===== src/rtl/codigo_pkg.sv =====
// Shared types and constants for the code-protected coffee machine controller.
// State encodings double as the exported display code.
package codigo_pkg;

    typedef enum logic [3:0] {
        ST_OFF       = 4'd0,
        ST_HEAT      = 4'd1,
        ST_WAIT_CODE = 4'd2,
        ST_CODE_ERR  = 4'd3,
        ST_READY     = 4'd4,
        ST_SELECTED  = 4'd5,
        ST_BREW      = 4'd6,
        ST_DONE      = 4'd7,
        ST_EMPTY     = 4'd8
    } state_e;

    localparam logic [6:0] CODE_OK     = 7'd17;
    localparam logic [6:0] CODE_NONE   = 7'd0;
    localparam logic [3:0] LEVEL_FULL  = 4'd6;
    localparam logic [3:0] LEVEL_EMPTY = 4'd0;
    localparam logic [2:0] HEAT_CYCLES = 3'd5;
    localparam logic [2:0] NEED_SHORT  = 3'd2;
    localparam logic [2:0] NEED_LONG   = 3'd4;

    localparam logic [1:0] SEL_SHORT = 2'b01;
    localparam logic [1:0] SEL_LONG  = 2'b10;

    function automatic logic selValid(input logic [1:0] sel);
        return (sel == SEL_SHORT) || (sel == SEL_LONG);
    endfunction

    // Water units and pump cycles are the same number for each beverage.
    function automatic logic [2:0] needOf(input logic [1:0] sel);
        return (sel == SEL_LONG) ? NEED_LONG : NEED_SHORT;
    endfunction

endpackage


===== src/rtl/codigo_timer.sv =====
// Loadable 3-bit down-counter; done_o flags the final cycle of a loaded interval.
// Shared between the heating phase and the brewing phase.
module codigo_timer
    import codigo_pkg::*;
(
    input  logic       clk,
    input  logic       rst_n,
    input  logic       clr_i,
    input  logic       load_i,
    input  logic [2:0] load_val_i,
    input  logic       en_i,
    output logic       done_o
);

    logic [2:0] count_q;
    logic [2:0] count_d;

    // Clear beats load, load beats counting; the counter parks at zero.
    always_comb begin
        count_d = count_q;
        if (clr_i) begin
            count_d = 3'd0;
        end else if (load_i) begin
            count_d = load_val_i;
        end else if (en_i && (count_q != 3'd0)) begin
            count_d = count_q - 3'd1;
        end
    end

    always_ff @(posedge clk or negedge rst_n) begin
        if (!rst_n) begin
            count_q <= 3'd0;
        end else begin
            count_q <= count_d;
        end
    end

    assign done_o = (count_q == 3'd1);

endmodule


===== src/rtl/codigo_ctrl.sv =====
// Coffee machine control FSM: heating, access code, selection, brewing and reservoir level.
// Every output is decoded from registered state, so panel inputs reach estado one cycle later.
module codigo_ctrl
    import codigo_pkg::*;
(
    input  logic       CLK,
    input  logic       RST_N,
    input  logic       power,
    input  logic [6:0] codigo,
    input  logic [1:0] selecao,
    input  logic       start,
    input  logic       refill,
    output logic       termobloco,
    output logic       bomba,
    output logic [3:0] reservatorio,
    output logic [3:0] estado
);

    state_e     state_q;
    state_e     state_d;
    logic [3:0] level_q;
    logic [3:0] level_d;

    logic       tmr_clr;
    logic       tmr_load;
    logic [2:0] tmr_val;
    logic       tmr_en;
    logic       tmr_done;

    codigo_timer u_timer (
        .clk        (CLK),
        .rst_n      (RST_N),
        .clr_i      (tmr_clr),
        .load_i     (tmr_load),
        .load_val_i (tmr_val),
        .en_i       (tmr_en),
        .done_o     (tmr_done)
    );

    // The brew length lives in the timer once loaded, so selecao may change mid-brew.
    always_comb begin
        state_d  = state_q;
        level_d  = level_q;
        tmr_clr  = 1'b0;
        tmr_load = 1'b0;
        tmr_val  = 3'd0;
        tmr_en   = 1'b0;

        if (!power) begin
            state_d = ST_OFF;
            tmr_clr = 1'b1;
        end else begin
            case (state_q)
                ST_OFF: begin
                    state_d  = ST_HEAT;
                    tmr_load = 1'b1;
                    tmr_val  = HEAT_CYCLES;
                end
                ST_HEAT: begin
                    tmr_en = 1'b1;
                    if (tmr_done) begin
                        state_d = ST_WAIT_CODE;
                    end
                end
                ST_WAIT_CODE: begin
                    // Unknown keypad values fall through to the error state.
                    if (codigo == CODE_OK) begin
                        state_d = ST_READY;
                    end else if (codigo == CODE_NONE) begin
                        state_d = ST_WAIT_CODE;
                    end else begin
                        state_d = ST_CODE_ERR;
                    end
                end
                ST_CODE_ERR: begin
                    state_d = ST_CODE_ERR;
                end
                ST_READY: begin
                    if (refill) begin
                        level_d = LEVEL_FULL;
                    end else if (level_q == LEVEL_EMPTY) begin
                        state_d = ST_EMPTY;
                    end else if (selValid(selecao)) begin
                        state_d = ST_SELECTED;
                    end
                end
                ST_SELECTED: begin
                    if (refill) begin
                        level_d = LEVEL_FULL;
                    end else if (!selValid(selecao)) begin
                        state_d = ST_READY;
                    end else if (start) begin
                        if (level_q >= {1'b0, needOf(selecao)}) begin
                            state_d  = ST_BREW;
                            tmr_load = 1'b1;
                            tmr_val  = needOf(selecao);
                        end else begin
                            state_d = ST_EMPTY;
                        end
                    end
                end
                ST_BREW: begin
                    tmr_en = 1'b1;
                    if (level_q != LEVEL_EMPTY) begin
                        level_d = level_q - 4'd1;
                    end
                    if (tmr_done) begin
                        state_d = ST_DONE;
                    end
                end
                ST_DONE: begin
                    if (!start) begin
                        state_d = (level_q == LEVEL_EMPTY) ? ST_EMPTY : ST_READY;
                    end
                end
                ST_EMPTY: begin
                    if (refill) begin
                        level_d = LEVEL_FULL;
                        state_d = ST_READY;
                    end
                end
                default: begin
                    state_d = ST_OFF;
                end
            endcase
        end
    end

    always_ff @(posedge CLK or negedge RST_N) begin
        if (!RST_N) begin
            state_q <= ST_OFF;
            level_q <= LEVEL_FULL;
        end else begin
            state_q <= state_d;
            level_q <= level_d;
        end
    end

    assign termobloco   = (state_q == ST_HEAT) || (state_q == ST_BREW);
    assign bomba        = (state_q == ST_BREW);
    assign reservatorio = level_q;
    assign estado       = state_q;

endmodule


===== config.mk =====
export PLATFORM = sky130hd
export DESIGN_NAME = codigo_ctrl
export DESIGN_NICKNAME = d
export VERILOG_FILES = /design/src/rtl/codigo_pkg.sv /design/src/rtl/codigo_timer.sv /design/src/rtl/codigo_ctrl.sv
export SDC_FILE = /design/constraint.sdc
export NUM_CORES = 1
export LEC_CHECK = 0
export BUFFER_PORTS_ARGS = -buffer_cell sky130_fd_sc_hd__clkbuf_2
export CAP_MARGIN = 10
export CORE_ASPECT_RATIO = 1.25
export CORE_UTILIZATION = 48
export CTS_CLUSTER_DIAMETER = 120
export DETAILED_ROUTE_END_ITERATION = 8
export PLACE_DENSITY = 0.75
export SYNTH_ARGS = -nofsm -noshare
export SYNTH_HDL_FRONTEND = slang
export SYNTH_SLANG_ARGS = --single-unit

===== constraint.sdc =====
create_clock -name CLK -period 2.2 [get_ports CLK]
set_clock_uncertainty 0.2 [all_clocks]
set_input_delay 0.11 -clock CLK [delete_from_list [all_inputs] [get_ports CLK]]
set_output_delay 0.11 -clock CLK [all_outputs]
set_load 0.02 [all_outputs]

==> results_dict.tcl <==
set metrics [dict create \
    antenna_found_initial 0 \
    clk-insertion-delay-late_ns 0.28 \
    grt_start_max_net_pins 17 \
    drt_iter0_drc 40 \
    drt-total-wl_mm 2.81 \
    ys_seq_area_frac 0.250 \
    vias 1106 \
    die_w_um 45.1 \
    track_usage 0.251 \
    syn_nets 154 \
    clockBufferDepth 2 \
    rsz0062_at_grt "false" \
    dr.pass1.iters 4 \
    whs_endpoint "u_timer.count_q[1]" \
    grt_pass1_vias 1085 \
    ant_nets 0 \
    synthCells 132 \
    cts.htree.levels 1 \
    ys_types 44 \
    hold_path.class "primary input to flip-flop" \
    tritoncts "done" \
    final_cell_mix "clkbuf_2, nand2_1, nor2_1, buf_4, dfrtp_1" \
    nFillCells 198 \
    grt_overflow 0 \
    remaining_drc_errors 0 \
    rrSetupSlack_ns 0.10 \
    max_freq_ghz 0.477 \
    hold_ws_ns 0.00671 \
    cts_made_buffers 3 \
    worstMarginPinSlew_ns 0.365 \
    fin_crit_ns 2.10 \
    start_util 0.509 \
    startpoint_type "flip-flop" \
    diodes 0 \
    placed_area_um2 1290 \
    async_flop_share 1.00 \
    crit_type "flip-flop to flip-flop" \
    cp.required_ns 2.17 \
    reg2reg_from "reservatorio[1]" \
    period_share 0.952 \
    ir_worst_vdd_mv 0.546 \
    drive_gt1_frac 0.335 \
    root_buffer "clkbuf_4" \
    yosysTopAreaCell "dfrtp_1" \
    clk_pin_slew_ns 0.08 \
    routed_via_density 5.59 \
    io_pins 24 \
    synth.area.top_cells "dfrtp_1, ha_1, a221oi_4" \
    cts_sinks 11 \
    syn2layout_area_growth_pct 26.1 \
    nets 190 \
    ys.flop_type "dfrtp_1" \
    arrival_ns 2.06 \
    ys_ff_latch 11 \
    core_um2 2190 \
    gp_congestion 0.974 \
    dpl.hpwl_mm 2.15 \
    yosysWarnings 0 \
    grt_first_pass_wirelength_mm 4.70 \
    stdcell_area_um2 1400 \
    maxCapViolCount 0 \
    synth_area_um2 1110 \
    status "finished, final reports clean" \
    endpoint_kind "flip-flop" \
    num_rows 19 \
    slew_violations 0 \
    ff2ff_path_depth 7 \
    portBuffers 23 \
    holdPathStages 4 \
    final_common_cell "clkbuf_2" \
    hold_start "refill" \
    die_height_um 55.8 \
    relSlewSlack 0.754 \
    synth.top_cell.area_share 0.202 \
    setup_viol 0 \
    avgSynthCellArea_um2 8.43 \
    die_area_um2 2510 \
    power.density_nw_per_um2 792 \
    critPathMaxFanout 4 \
    r2r_end "estado[2]" \
    wl_per_cell_um 14.2 \
    synth_edf_count 0 \
    power_leakage_uw 0.000636 \
    hold_viol 0 \
]
[report_power, final]
part | leakage [uW] | internal [uW] | switching [uW]
clock network | 0.0000150 | 70.5 | 81.6
logic | 0.000484 | 317 | 383
registers | 0.000137 | 238 | 21.9
total | 0.000636 | 625 | 486
[critical path, cell delays in order (launching register included)]
cell and delay (ns):
dfstp_2 0.57, inv_2 0.07, ha_1 0.29, nand3b_1 0.12, nand3_1 0.13, o21ba_2 0.23
o31ai_2 0.28, mux2i_2 0.10
[worst max path at each step]
stage,startpoint,end,slack [ns],depth (start not counted)
2_1_floorplan,reservatorio[0],estado[0],0.002,7
3_3_place_gp,reservatorio[0],estado[3],0.11,8
3_5_place_dp,reservatorio[0],estado[2],-0.0009,8
4_1_cts,reservatorio[0],estado[2],0.02,8
5_1_grt,reservatorio[1],estado[2],0.008,7
6_report,reservatorio[1],estado[2],0.10,7
[per-layer routing]
layer,wire length [um],share of wire,vias up,global-route usage
met5,0,0,-,0
li1,-,-,548,-
met3,150,0.053,6,0.0195
met2,1450,0.52,42,0.439
met1,1160,0.41,510,0.302
met4,53,0.019,0,0.104
[repair_timing]
action | 4_1_cts | 5_1_grt
gates resized for setup | 1 | 8
pin swaps | 0 | 2
buffers inserted | 0 | 3
cloned | 0 | 0
setup endpoints to repair | 2 | 7
hold endpoints to repair | 16 | 0
hold buffers | 3 | 0
[state kept, by name (all words and copies together) (netlist names)]
| signal | count |
|---|---|
| estado | 4 |
| reservatorio | 4 |
| u_timer.count_q | 3 |
[cell families (layout without fill, tap and decap cells)]
logic type | Yosys count | in the layout | synth area share
simple gates | 55 | 55 | 0.271
buf+inv | 15 | 50 | 0.0607
mux | 5 | 5 | 0.0506
fa+ha+maj | 8 | 8 | 0.0900
flops | 11 | 11 | 0.250
compound gates | 35 | 35 | 0.254
xor+xnor | 3 | 3 | 0.0236
[per-stage QoR]
stage,setup slack [ns],util,total power [uW],instances,setup TNS [ns]
after detailed placement,-0.000930,0.592,933,188,-0.000930
after CTS,0.0186,0.618,1090,195,0
after global routing,0.00787,0.641,1190,198,0
after global placement,0.114,0.592,912,188,0
after floorplan,0.00236,-,764,132,0
final,0.105,0.641,1110,198,0
[area by class of cell]
| cell class | count | area, um^2 | area share |
|---|---|---|---|
| Sequential cell | 11 | 279 | 0.199 |
| Multi-Input combinational cell | 106 | 793 | 0.566 |
| Tap cell | 31 | 38.8 | 0.0277 |
| Clock buffer | 4 | 26.3 | 0.0187 |
| Inverter | 9 | 33.8 | 0.0241 |
| Timing Repair Buffer | 37 | 231 | 0.165 |
[synth_stat cells (all sizes together) (3+ instances only)]
master / instances
nand3: 7
xnor2: 3
o21ai: 6
mux2i: 3
ha: 8
or3b: 3
and2: 4
buf: 4
nand2: 12
a31oi: 3
a21oi: 9
inv: 9
nor2: 10
nand2b: 5
nor3: 3
dfrtp: 9
Note: power is estimated with default switching activity, not from simulation.
